**config.mk**
```make
export PLATFORM = sky130hd
export DESIGN_NAME = snn_lif_core_flat
export DESIGN_NICKNAME = d
export VERILOG_FILES = /design/src/rtl/snn_lif_if.sv /design/src/rtl/snn_lif_core.sv /design/src/flat_wrapper.sv
export SDC_FILE = /design/constraint.sdc
export NUM_CORES = 1
export LEC_CHECK = 0
export CAP_MARGIN = 20
export CORE_ASPECT_RATIO = 0.7
export CORE_UTILIZATION = 55
export CTS_CLUSTER_DIAMETER = 80
export DETAILED_ROUTE_END_ITERATION = 8
export GPL_ROUTABILITY_DRIVEN = 0
export PLACE_DENSITY = 0.77
export SYNTH_ARGS = -nofsm -noshare
export SYNTH_HDL_FRONTEND = slang
export SYNTH_SLANG_ARGS = --single-unit
```
**constraint.sdc**
```tcl
create_clock -name clk -period 31.3 [get_ports clk]
set_input_delay 6.26 -clock clk [delete_from_list [all_inputs] [get_ports clk]]
set_output_delay 6.26 -clock clk [all_outputs]
set_load 0.02 [all_outputs]
```
**src/rtl/snn_lif_if.sv**
```systemverilog
// Control/parameter/spike bundle between spi_interface and the LIF layer.
// Master drives configuration and strobes; slave is the neuron core.
interface snn_lif_if #(
  parameter int WIDTH    = 16,
  parameter int N_INPUT  = 4,
  parameter int N_OUTPUT = 3
);
  localparam int SRCW = (N_INPUT > 1) ? $clog2(N_INPUT) : 1;
  localparam int DSTW = (N_OUTPUT > 1) ? $clog2(N_OUTPUT) : 1;

  logic [WIDTH-1:0]        param_threshold;
  logic [WIDTH-1:0]        param_leak;
  logic [WIDTH-1:0]        param_refr;
  logic signed [WIDTH-1:0] param_vmax;
  logic signed [WIDTH-1:0] param_vmin;
  logic                    load_params;
  logic [SRCW-1:0]         syn_src;
  logic [DSTW-1:0]         syn_dst;
  logic signed [WIDTH-1:0] syn_weight;
  logic                    update_synapse;
  logic                    net_reset;
  logic [N_INPUT-1:0]      spike_in;
  logic                    step;
  logic                    busy;
  logic                    done;
  logic                    spike_out [N_OUTPUT];
  logic [DSTW-1:0]         dbg_sel;
  logic signed [WIDTH-1:0] dbg_vmem;

  modport master (
    output param_threshold, param_leak, param_refr,
    output param_vmax, param_vmin, load_params,
    output syn_src, syn_dst, syn_weight, update_synapse,
    output net_reset, spike_in, step, dbg_sel,
    input  busy, done, spike_out, dbg_vmem
  );

  modport slave (
    input  param_threshold, param_leak, param_refr,
    input  param_vmax, param_vmin, load_params,
    input  syn_src, syn_dst, syn_weight, update_synapse,
    input  net_reset, spike_in, step, dbg_sel,
    output busy, done, spike_out, dbg_vmem
  );
endinterface

```
**src/rtl/snn_lif_core.sv**
```systemverilog
// Leaky integrate-and-fire layer: one neuron evaluated per cycle,
// spike vector published atomically at the end of each time step.
module snn_lif_core #(
  parameter int WIDTH    = 16,
  parameter int N_INPUT  = 4,
  parameter int N_OUTPUT = 3
) (
  input  logic      clk,
  input  logic      reset,
  snn_lif_if.slave  bus
);
  localparam int SRCW = (N_INPUT > 1) ? $clog2(N_INPUT) : 1;
  localparam int DSTW = (N_OUTPUT > 1) ? $clog2(N_OUTPUT) : 1;
  localparam int AW   = WIDTH + $clog2(N_INPUT) + 2;
  localparam logic [DSTW-1:0] LAST = DSTW'(N_OUTPUT - 1);

  typedef enum logic [1:0] {IDLE, EVAL, COMMIT} state_e;

  state_e state_q, state_d;

  logic signed [WIDTH-1:0] w_q [N_INPUT][N_OUTPUT];
  logic signed [WIDTH-1:0] v_q [N_OUTPUT];
  logic [WIDTH-1:0]        refr_q [N_OUTPUT];
  logic [N_OUTPUT-1:0]     shadow_q;
  logic [N_OUTPUT-1:0]     spike_q;
  logic [N_INPUT-1:0]      in_q;
  logic [DSTW-1:0]         j_q;
  logic                    done_q, done_d;

  logic [WIDTH-1:0]        thr_q, leak_q, rlen_q;
  logic signed [WIDTH-1:0] vmax_q, vmin_q;

  logic signed [WIDTH-1:0] v_cur, vc;
  logic [WIDTH-1:0]        r_cur;
  logic signed [AW-1:0]    acc, clamp;
  logic signed [AW-1:0]    vmin_x, vmax_x, thr_x;
  logic                    fire, refr_busy;

  always_ff @(posedge clk or negedge reset) begin
    if (!reset) state_q <= IDLE;
    else        state_q <= state_d;
  end

  always_comb begin
    state_d = state_q;
    unique case (state_q)
      IDLE:    if (bus.step) state_d = EVAL;
      EVAL:    if (j_q == LAST) state_d = COMMIT;
      COMMIT:  state_d = IDLE;
      default: state_d = IDLE;
    endcase
    if (bus.net_reset) state_d = IDLE;
  end

  always_comb begin
    bus.busy = (state_q != IDLE);
    done_d   = (state_q == COMMIT) && !bus.net_reset;
  end

  // Datapath for neuron j_q; wide accumulator cannot overflow.
  always_comb begin
    v_cur = '0;
    r_cur = '0;
    for (int n = 0; n < N_OUTPUT; n++) begin
      if (j_q == DSTW'(n)) begin
        v_cur = v_q[n];
        r_cur = refr_q[n];
      end
    end
    acc = {{(AW-WIDTH){v_cur[WIDTH-1]}}, v_cur};
    for (int i = 0; i < N_INPUT; i++) begin
      for (int n = 0; n < N_OUTPUT; n++) begin
        if (in_q[i] && j_q == DSTW'(n))
          acc = acc + {{(AW-WIDTH){w_q[i][n][WIDTH-1]}}, w_q[i][n]};
      end
    end
    acc    = acc - {{(AW-WIDTH){1'b0}}, leak_q};
    vmin_x = {{(AW-WIDTH){vmin_q[WIDTH-1]}}, vmin_q};
    vmax_x = {{(AW-WIDTH){vmax_q[WIDTH-1]}}, vmax_q};
    thr_x  = {{(AW-WIDTH){1'b0}}, thr_q};
    clamp  = acc;
    if (clamp < vmin_x) clamp = vmin_x;
    if (clamp > vmax_x) clamp = vmax_x;
    vc        = clamp[WIDTH-1:0];
    fire      = (clamp >= thr_x);
    refr_busy = (r_cur != '0);
  end

  always_ff @(posedge clk or negedge reset) begin
    if (!reset) begin
      for (int i = 0; i < N_INPUT; i++)
        for (int n = 0; n < N_OUTPUT; n++)
          w_q[i][n] <= '0;
      for (int n = 0; n < N_OUTPUT; n++) begin
        v_q[n]    <= '0;
        refr_q[n] <= '0;
      end
      shadow_q <= '0;
      spike_q  <= '0;
      in_q     <= '0;
      j_q      <= '0;
      done_q   <= 1'b0;
      thr_q    <= '1;
      leak_q   <= '0;
      rlen_q   <= '0;
      vmax_q   <= {1'b0, {(WIDTH-1){1'b1}}};
      vmin_q   <= {1'b1, {(WIDTH-1){1'b0}}};
    end else begin
      if (bus.load_params) begin
        thr_q  <= bus.param_threshold;
        leak_q <= bus.param_leak;
        rlen_q <= bus.param_refr;
        vmax_q <= bus.param_vmax;
        vmin_q <= bus.param_vmin;
      end
      for (int i = 0; i < N_INPUT; i++)
        for (int n = 0; n < N_OUTPUT; n++)
          if (bus.update_synapse &&
              bus.syn_src == SRCW'(i) &&
              bus.syn_dst == DSTW'(n))
            w_q[i][n] <= bus.syn_weight;
      if (bus.net_reset) begin
        for (int n = 0; n < N_OUTPUT; n++) begin
          v_q[n]    <= '0;
          refr_q[n] <= '0;
        end
        shadow_q <= '0;
        spike_q  <= '0;
      end else begin
        if (state_q == EVAL) begin
          for (int n = 0; n < N_OUTPUT; n++) begin
            if (j_q == DSTW'(n)) begin
              if (refr_busy) begin
                refr_q[n]   <= r_cur - WIDTH'(1);
                v_q[n]      <= '0;
                shadow_q[n] <= 1'b0;
              end else if (fire) begin
                refr_q[n]   <= rlen_q;
                v_q[n]      <= '0;
                shadow_q[n] <= 1'b1;
              end else begin
                v_q[n]      <= vc;
                shadow_q[n] <= 1'b0;
              end
            end
          end
        end
        if (state_q == COMMIT) spike_q <= shadow_q;
      end
      if (state_q == IDLE && bus.step) begin
        in_q <= bus.spike_in;
        j_q  <= '0;
      end else if (state_q == EVAL) begin
        j_q <= j_q + 1'b1;
      end
      done_q <= done_d;
    end
  end

  always_comb begin
    bus.done     = done_q;
    bus.dbg_vmem = '0;
    for (int n = 0; n < N_OUTPUT; n++) begin
      bus.spike_out[n] = spike_q[n];
      if (bus.dbg_sel == DSTW'(n)) bus.dbg_vmem = v_q[n];
    end
  end
endmodule

```
**src/flat_wrapper.sv**
```systemverilog
// flat-port wrapper written by rule: the top's interface ports become plain ports
module snn_lif_core_flat 
#(
  parameter int WIDTH    = 16,
  parameter int N_INPUT  = 4,
  parameter int N_OUTPUT = 3
)
  (clk, reset, bus_param_threshold, bus_param_leak, bus_param_refr, bus_param_vmax, bus_param_vmin, bus_load_params, bus_syn_src, bus_syn_dst, bus_syn_weight, bus_update_synapse, bus_net_reset, bus_spike_in, bus_step, bus_dbg_sel, bus_busy, bus_done, bus_spike_out, bus_dbg_vmem);
  snn_lif_if #(.WIDTH(WIDTH), .N_INPUT(N_INPUT), .N_OUTPUT(N_OUTPUT)) bus_i ();
  input  logic clk;
  input  logic reset;
  input wire logic [$bits(bus_i.param_threshold)-1:0] bus_param_threshold;
  input wire logic [$bits(bus_i.param_leak)-1:0] bus_param_leak;
  input wire logic [$bits(bus_i.param_refr)-1:0] bus_param_refr;
  input wire logic [$bits(bus_i.param_vmax)-1:0] bus_param_vmax;
  input wire logic [$bits(bus_i.param_vmin)-1:0] bus_param_vmin;
  input wire logic [$bits(bus_i.load_params)-1:0] bus_load_params;
  input wire logic [$bits(bus_i.syn_src)-1:0] bus_syn_src;
  input wire logic [$bits(bus_i.syn_dst)-1:0] bus_syn_dst;
  input wire logic [$bits(bus_i.syn_weight)-1:0] bus_syn_weight;
  input wire logic [$bits(bus_i.update_synapse)-1:0] bus_update_synapse;
  input wire logic [$bits(bus_i.net_reset)-1:0] bus_net_reset;
  input wire logic [$bits(bus_i.spike_in)-1:0] bus_spike_in;
  input wire logic [$bits(bus_i.step)-1:0] bus_step;
  input wire logic [$bits(bus_i.dbg_sel)-1:0] bus_dbg_sel;
  output wire logic [$bits(bus_i.busy)-1:0] bus_busy;
  output wire logic [$bits(bus_i.done)-1:0] bus_done;
  output wire logic [$bits(bus_i.spike_out)-1:0] bus_spike_out;
  output wire logic [$bits(bus_i.dbg_vmem)-1:0] bus_dbg_vmem;
  assign bus_i.param_threshold = bus_param_threshold;
  assign bus_i.param_leak = bus_param_leak;
  assign bus_i.param_refr = bus_param_refr;
  assign bus_i.param_vmax = bus_param_vmax;
  assign bus_i.param_vmin = bus_param_vmin;
  assign bus_i.load_params = bus_load_params;
  assign bus_i.syn_src = bus_syn_src;
  assign bus_i.syn_dst = bus_syn_dst;
  assign bus_i.syn_weight = bus_syn_weight;
  assign bus_i.update_synapse = bus_update_synapse;
  assign bus_i.net_reset = bus_net_reset;
  assign bus_i.spike_in = bus_spike_in;
  assign bus_i.step = bus_step;
  assign bus_i.dbg_sel = bus_dbg_sel;
  assign bus_busy = bus_i.busy;
  assign bus_done = bus_i.done;
  assign bus_spike_out = {>>{bus_i.spike_out}};
  assign bus_dbg_vmem = bus_i.dbg_vmem;
  snn_lif_core #(.WIDTH(WIDTH), .N_INPUT(N_INPUT), .N_OUTPUT(N_OUTPUT)) u_core (.clk(clk), .reset(reset), .bus(bus_i));
endmodule
```
; After elaboration in Yosys (flattened, before gate mapping)
; Cells that the tools add are included.
[classes]
reduce_logical = 52
mul = 0
div = 0
addsub = 15
eq_ne = 13
shift = 0
muxes = 52
magnitude_cmp = 3
n_bitwise = 0
[op_table]
columns = cell, count
row1 = $mux W16, 19
row2 = $mux W20, 14
row3 = $add A20 B20 Y20, 11
row4 = $mux W48, 4
row5 = $logic_and A1 B1 Y1, 30
row6 = $ge A20 B17 Y1, 1
row7 = $gt A20 B16 Y1, 1
row8 = $lt A20 B16 Y1, 1
row9 = $sub A20 B16 Y20, 1
row10 = $add A16 B16 Y17, 1
row11 = $reduce_bool A16 Y1, 1
row12 = $sub A16 B1 Y16 const B, 1
row13 = $reduce_bool A2 Y1, 7
row14 = $eq A2 B2 Y1 const B, 6
row15 = $mux W3, 4
row16 = $eq A2 B1 Y1 const B, 5
row17 = $logic_not A2 Y1, 5
row18 = $mux W2, 5
row19 = $reduce_and A3 Y1, 3
row20 = $reduce_and A2 Y1, 4
row21 = $ne A3 B3 Y1 const B, 2
row22 = $mux W1, 5
row23 = $pmux W2 S2, 1
row24 = $reduce_bool A3 Y1, 1
row25 = other kinds (2), 2
[word_totals]
latch_bits = 0
mem_count = 0
ram_bits = 0
ff_bits = 383
romBits = 0
wordCells = 166
output_inout_bits = 21

; Longest topological paths before layout
; Gate-level depths: netlist (run 1).
[logic_depth]
depth_word = 39
mapped_depth = 133

; Least setup slack after synthesis (run 1)
; Ideal clock, no wire load.
[synth_path]
path_kind = flip-flop to flip-flop
startpoint = register u_core.j_q[1]
endpoint = register u_core.refr_q[13] (netlist name)
path_stages_with_launch = 118
required_ps = 31172
setup_ps = 128
path_slack_ps = 6734
arrival_time_ps = 24439
synth_period_minus_slack_ps = 24566
path_cell_list = dfrtp_1 > inv_1 > ha_1 > clkbuf_1 > clkbuf_1 > clkbuf_1 > and2_1 > a31oi_1 > o21ai_0 > ha_1 > a211oi_1 > a21oi_1 > o21ba_2 > or3_1 > a31o_2 > ha_1 > and4_1 > a221o_1 > (+82 left out) > o21ai_1 > clkbuf_1 > mux2_2 > ha_1 > a21o_1 > a21o_1 > a21o_1 > a21o_1 > a21o_1 > a21o_1 > a21o_1 > a21oi_1 > nor3_1 > or3_1 > buf_1 > o21bai_4 > buf_6 > mux2_1
[synth_between]
elab_chain_len = 36
[synth_rtl]
columns = element, line_no
row1 = start: declaration, snn_lif_core.sv:27  ; logic [DSTW-1:0] j_q;
row2 = start signal: assignment, snn_lif_core.sv:154  ; j_q <= j_q + 1'b1;
row3 = $logic_not A2 Y1, "snn_lif_core.sv:65, snn_lif_core.sv:73"
row4 = $mux W16 (3 in a row), snn_lif_core.sv:65  ; if (j_q == DSTW'(n)) begin
row5 = $add A16 B16 Y17, snn_lif_core.sv:74  ; acc = acc + {{(AW-WIDTH){w_q[i][n][WIDTH-1]}}, w_q[i][n]};
row6 = $mux W20, snn_lif_core.sv:73  ; if (in_q[i] && j_q == DSTW'(n))
row7 = $add A20 B20 Y20, snn_lif_core.sv:74
row8 = $mux W20, snn_lif_core.sv:73
row9 = $add A20 B20 Y20, snn_lif_core.sv:74
row10 = $mux W20, snn_lif_core.sv:73
row11 = (+18 left out), -
row12 = $sub A20 B16 Y20, snn_lif_core.sv:77  ; acc = acc - {{(AW-WIDTH){1'b0}}, leak_q};
row13 = $lt A20 B16 Y1, snn_lif_core.sv:82  ; if (clamp < vmin_x) clamp = vmin_x;
row14 = $mux W20, snn_lif_core.sv:82
row15 = $gt A20 B16 Y1, snn_lif_core.sv:83  ; if (clamp > vmax_x) clamp = vmax_x;
row16 = $mux W20, snn_lif_core.sv:83
row17 = $ge A20 B17 Y1, snn_lif_core.sv:85  ; fire = (clamp >= thr_x);
row18 = $reduce_bool A3 Y1 (no source line), -
row19 = $reduce_and A3 Y1 (no source line), -
row20 = end signal: indexed assignment, snn_lif_core.sv:134  ; refr_q[n] <= r_cur - WIDTH'(1);
row21 = end signal: indexed assignment, snn_lif_core.sv:138  ; refr_q[n] <= rlen_q;
row22 = end: declaration, snn_lif_core.sv:23  ; logic [WIDTH-1:0] refr_q [N_OUTPUT];
; Parallel ways exist; a longest one is shown, timed or not. The select of a mux whose other input is x is not followed.
; A chain may end at the register's enable or synchronous reset.

; Worst setup path in the final report (run 1)
[layout_path]
startpoint = register u_core.j_q[1]
endpoint = register u_core.refr_q[43] (netlist name)
[layout_between]
elab_chain_len = 36
[layout_rtl]
columns = element, line_no
row1 = $logic_not A2 Y1, "snn_lif_core.sv:65, snn_lif_core.sv:73, snn_lif_core.sv:132"
row2 = $mux W16 (3 in a row), snn_lif_core.sv:65
row3 = $add A16 B16 Y17, snn_lif_core.sv:74
row4 = $mux W20, snn_lif_core.sv:73
row5 = $add A20 B20 Y20, snn_lif_core.sv:74
row6 = $mux W20, snn_lif_core.sv:73
row7 = $add A20 B20 Y20, snn_lif_core.sv:74
row8 = $mux W20, snn_lif_core.sv:73
row9 = (+18 left out), -
row10 = $sub A20 B16 Y20, snn_lif_core.sv:77
row11 = $lt A20 B16 Y1, snn_lif_core.sv:82
row12 = $mux W20, snn_lif_core.sv:82
row13 = $gt A20 B16 Y1, snn_lif_core.sv:83
row14 = $mux W20, snn_lif_core.sv:83
row15 = $ge A20 B17 Y1, snn_lif_core.sv:85
row16 = $reduce_bool A3 Y1 (no source line), -
row17 = $reduce_and A3 Y1 (no source line), -
; Parallel ways exist; a longest one is shown, timed or not. The select of a mux whose other input is x is not followed.

==> results.md, run 1 <==
- CTS tree: done
- WP data required: 31.76 ns
- RSZ-0062 raised after global routing: no
- Vias: 28,500
- Share of cells above drive strength 1: 12.5%
- # DRC: 0
- Die Wd: 291 um
- Die footprint: 59,600 um2
- Fin. Hold Viols: 0
- Util after Layout: 62.4%
- Die H: 205 um
- Slowest cell on the critical path: o31ai_1
- CTS Sinks: 383
- Clock buffer depth: 3
- Area contributors post-synth: dfrtp_1, ha_1, mux2_2, o21ai_0, nand2_1
- Post-Syn Instances: 3,643
- First-pass GRT wire length: 150,000 um
- Post-synth top flop: dfrtp_1
- Root Buffer: clkbuf_16
- Top Ports: 133
- Clk_lat worst skew: 0.59 ns
- Arr. time, crit path: 29.16 ns
- Pre-antenna DRT Iters: 7
- Critical path class: reg -> reg
- Worst Tran Pin Value: 1.21 ns
- Iter 0 DRT Violations: 2,880
- Fin nets: 4,140
- CTS Hold Buffers Added: 0
- # diodes: 0
- CTS resizes: 0
- CP endpoint kind: flip-flop
- Ys async rst share: 100%
- Crit Path Max Fanout: 38
- Initial antenna violation count: 2
- HP Class: reg -> reg
- Final WS setup: 2.60 ns
- Worst slack at placement: 3.10 ns
- Syn Area/Cell: 8.85 um2
- Core ar.: 57,400 um2
- Max_slew headroom: 19.1%
- Largest net degree at the start of global routing: 106
- Max incr delay on CP: 0.63 ns
- Post-synthesis net count: 4,070
- Setup Buffers After CTS: 0
- Final WL: 94,600 um
- Vias per cell: 6.34
- Detail Route Antenna Nets: 0
- CP Buf/Inv Count: 6
- Setup TNS: 0 ns
- Cell Area, Synth: 32,200 um2
- Placed insts: 4,412
- EDFF count, synth: 0
- Final setup viols: 0
- Synth unique cells: 89
- Worst path top cell family by delay: compound AO/OA/AOI/OAI gates
- Initial core utilization: 56.2%
- Global-route usage over all layers: 31.5%
- Vias in the first global route: 26,900
- Num CTS Buffers: 44
- Top-area cell type share of the netlist area: 27.2%
- Area leader, netlist: dfrtp_1
- #FFs+latches synth: 383
- Ys Warns: 0
- Tmin final: 28.70 ns
- Fin cells: 4,498
- FP Rows: 73
- Top-count cell post-synth: nand2_1
- Synth top cells by count: nand2_1, dfrtp_1, ha_1, o21ai_0, mux2_2
- Fin crit share: 91.7%
- # port buffers: 132
- Fin. max-slew vios: 0
- Run status: complete, no violations
- Clock skew: 0.0164 ns
- Maxcap violations: 0
- Worst-path clk slew: 0.07 ns
- Seq/Total Area, Yosys: 29.9%
- Synthesis-to-finish area growth: 11.1%
- Routed WL per cell: 21.0 um
- Max Fclk: 0.0348 GHz
- Number of H-tree levels: 2
- Worst path most repeated cell: ha_1
- Crit start category: flip-flop
- Grt total ovfl: 0
- Detailed placement HPWL: 69,300 um
-- path summary, 6_finish.rpt --
path                                            endpoint                     startpoint  depth (start not counted)  slack (ns)
max reg2reg                u_core.refr_q[43]$_DFFE_PN0P_      u_core.j_q[1]$_DFFE_PN0P_                        113        2.60
min reg2reg                u_core.refr_q[35]$_DFFE_PN0P_  u_core.refr_q[35]$_DFFE_PN0P_                          1        0.49
max                        u_core.refr_q[43]$_DFFE_PN0P_      u_core.j_q[1]$_DFFE_PN0P_                        113        2.60
max in group asynchronous     u_core.v_q[15]$_DFFE_PN0P_                          reset                          3       23.24
min in group asynchronous    u_core.w_q[133]$_DFFE_PN0P_                          reset                          1        5.73
min                        u_core.refr_q[35]$_DFFE_PN0P_  u_core.refr_q[35]$_DFFE_PN0P_                          1        0.49
-- placed cells by master, fill, tap and decap left out, drive strengths merged, types with 12 or more instances in the layout --
cell type	count
buf	47
a21o	106
fa	13
clkbuf	54
and2	30
a21oi	262
o21ai	284
a31oi	37
o211ai	33
o31ai	24
o21bai	33
dfrtp	351
a21boi	12
ha	302
or3	18
xnor2	116
mux2	290
xor2	72
mux2i	60
a211o	18
nand4	17
clkdlybuf4s50	130
nor2	252
nor3	50
nor2b	34
and3	49
inv	191
dfstp	32
o22ai	13
nand2	355
nand3b	14
nand2b	40
a22o	53
nand3	43
o21a	81
a211oi	41
clkinv	12
-- sequential cells by signal (all words and copies together), names as in the netlist --
name             cells
u_core.w_q         192
u_core.refr_q       48
u_core.v_q          48
u_core.leak_q       16
u_core.rlen_q       16
u_core.thr_q        16
u_core.vmax_q       16
u_core.vmin_q       16
u_core.in_q          4
u_core.shadow_q      3
u_core.spike_q       3
u_core.j_q           2
u_core.state_q       2
u_core.bus.done      1
-- area by class of cell --
cell class                 count  area (um2)
fill                        4785       21500
multi-input combinational   2919       21300
sequential                   383        9620
timing repair buffer         177        1690
clock buffer                  54        1180
tap                          750         938
inverter                     188         706
clock inverter                27         355
-- cells by family after synthesis --
family,count (synthesis),synth area share [%]
AOI/OAI and AO/OA,1114,22.6
and+or+nand+nor,950,13.7
DFF,383,29.9
muxes,350,12.0
buffers and inverters,341,4.05
adders and majority gates,315,12.5
xor gates and xnor gates,190,5.25
-- worst reg2reg max path: cells and delay by family, from the launching register on --
family | cells | cell delay, ns
and+or+nand+nor | 26 | 5.57
adders and majority gates | 16 | 5.88
AOI/OAI and AO/OA | 52 | 11.78
DFF | 1 | 0.40
xor gates and xnor gates | 7 | 1.36
buffers and inverters | 6 | 1.52
muxes | 6 | 1.99
-- metal layers --
metal  track usage, %  share of wire, %
met4             10.9               3.3
met3             5.11               9.1
met1             46.7                45
met5                0                 0
met2             46.4                42
-- metrics by stage --
stage | cell area, um2 | hold WS, ns
6_report | 35800 | 0.485
5_1_grt | 35800 | 0.496
4_1_cts | 35800 | 0.487
3_5_place_dp | 34200 | 0.473
3_3_place_gp | 34200 | 0.465
2_1_floorplan | 32200 | 0.456
Power of run 1 is not shown: default switching activity piles up to over one toggle a cycle in this logic, so the estimate is an artifact.
==> run 2, diff against run 1 <==
CORE_MARGIN = 5   (was unset)
MAX_ROUTING_LAYER = met4   (was unset)
SKIP_LAST_GASP = 1   (was unset)
==> run 2 against run 1 <==
  * Maximum frequency increased by 0.60%
  * Cell area decreased by 0.21%
  * First-iteration DRC count increased by 1.1%
  * Highest routed layer unchanged
  * Critical path depth increased by 2
  * Critical path type unchanged
  * Clock skew increased by 0.0034 ns
==> results.md, run 2 (same netlist as run 1, synthesis figures left out) <==
- Run status: complete, no violations
- Setup Buffers After CTS: 0
- Clk_lat worst skew: 0.60 ns
- Detailed placement HPWL: 69,700 um
- Clock buffer depth: 3
- Die footprint: 63,600 um2
- CP Buf/Inv Count: 6
- Pre-antenna DRT Iters: 6
- Fin nets: 4,137
- Vias per cell: 6.30
- First-pass GRT wire length: 149,000 um
- Crit start category: flip-flop
- Max_slew headroom: 18.6%
- Grt total ovfl: 0
- CTS Hold Buffers Added: 0
- Arr. time, crit path: 29.04 ns
- Top Ports: 133
- CTS tree: done
- Number of H-tree levels: 2
- CTS resizes: 0
- Commonest non-fill, non-tap cell in the layout: nand2_1
- Maxcap violations: 0
- Worst Tran Pin Value: 1.22 ns
- # port buffers: 132
- WP data required: 31.82 ns
- Commonest non-fill, non-tap cells in the layout: nand2_1, dfrtp_1, ha_1, o21ai_0, mux2_2
- Tmin final: 28.53 ns
- Fin. Hold Viols: 0
- Worst path most repeated cell: ha_1
- Largest Register: u_core.w_q
- RSZ-0062 raised after global routing: no
- # diodes: 0
- Max reg flops: 192
- Detail Route Antenna Nets: 0
- Root Buffer: clkbuf_16
- Clock skew: 0.0199 ns
- HP Class: reg -> reg
- # DRC: 0
- Vias: 28,400
- Routed WL per cell: 21.0 um
- Final WL: 94,600 um
- Top Registers: u_core.w_q x192, u_core.refr_q x48, u_core.v_q x48
- Vias in the first global route: 26,700
- Worst reg2reg setup slack: 2.77 ns
- CP endpoint kind: flip-flop
- Fin. max-slew vios: 0
- Synthesis-to-finish area growth: 10.9%
- Max Fclk: 0.0351 GHz
- CTS Sinks: 383
- Initial core utilization: 55.4%
- Core ar.: 58,100 um2
- Final setup viols: 0
- FP Rows: 74
- Die Wd: 299 um
- Fin crit share: 91.1%
- Die H: 213 um
- Global-route usage over all layers: 29.9%
- Setup TNS: 0 ns
- Share of cells above drive strength 1: 12.2%
- Iter 0 DRT Violations: 2,911
- Num CTS Buffers: 43
- Max incr delay on CP: 0.91 ns
- Initial antenna violation count: 0
- Worst-path clk slew: 0.06 ns
- Largest net degree at the start of global routing: 157
- Worst path top cell family by delay: compound AO/OA/AOI/OAI gates
- Critical path class: reg -> reg
- Crit Path Max Fanout: 51
- Slowest cell on the critical path: nor3_2
run 2: layout make-up:
| class | instances | area, um2 |
|---|---|---|
| Sequential cell | 383 | 9620 |
| Clock inverter | 15 | 179 |
| Timing Repair Buffer | 175 | 1680 |
| Fill cell | 4891 | 22400 |
| Tap cell | 760 | 951 |
| Inverter | 188 | 706 |
| Clock buffer | 64 | 1290 |
| Multi-Input combinational cell | 2919 | 21300 |
run 2: metrics by stage:
stage | cell area, um2 | hold slack [ns] | worst slack (ns) | cells | util [%]
2_1_floorplan | 32200 | 0.456 | 6.73 | 3643 | -
3_3_place_gp | 34200 | 0.466 | 3.88 | 4421 | 58.9
3_5_place_dp | 34200 | 0.476 | 3.36 | 4422 | 58.9
4_1_cts | 35700 | 0.490 | 3.20 | 4501 | 61.4
5_1_grt | 35700 | 0.503 | 1.35 | 4504 | 61.5
6_report | 35700 | 0.489 | 2.77 | 4504 | 61.5
run 2: worst paths after layout:
kind                                            endpoint  cells past startpoint                          start
hold / removal             u_core.refr_q[44]$_DFFE_PN0P_                      1  u_core.refr_q[44]$_DFFE_PN0P_
hold reg to reg            u_core.refr_q[44]$_DFFE_PN0P_                      1  u_core.refr_q[44]$_DFFE_PN0P_
setup / recovery               u_core.v_q[4]$_DFFE_PN0P_                    115      u_core.j_q[1]$_DFFE_PN0P_
max in group asynchronous  u_core.rlen_q[10]$_DFFE_PN0P_                      3                          reset
min in group asynchronous    u_core.w_q[134]$_DFFE_PN0P_                      1                          reset
setup reg to reg               u_core.v_q[4]$_DFFE_PN0P_                    115      u_core.j_q[1]$_DFFE_PN0P_
run 2: metal layers:
metal / share of wire, % / track usage, % / wire length (um)
met5: 0 / - / 0
met3: 8.7 / 5.61 / 8260
met4: 3.1 / 8.67 / 2910
met2: 42 / 43.3 / 40000
met1: 46 / 42.9 / 43400
Power of run 2 is left out for the same reason.
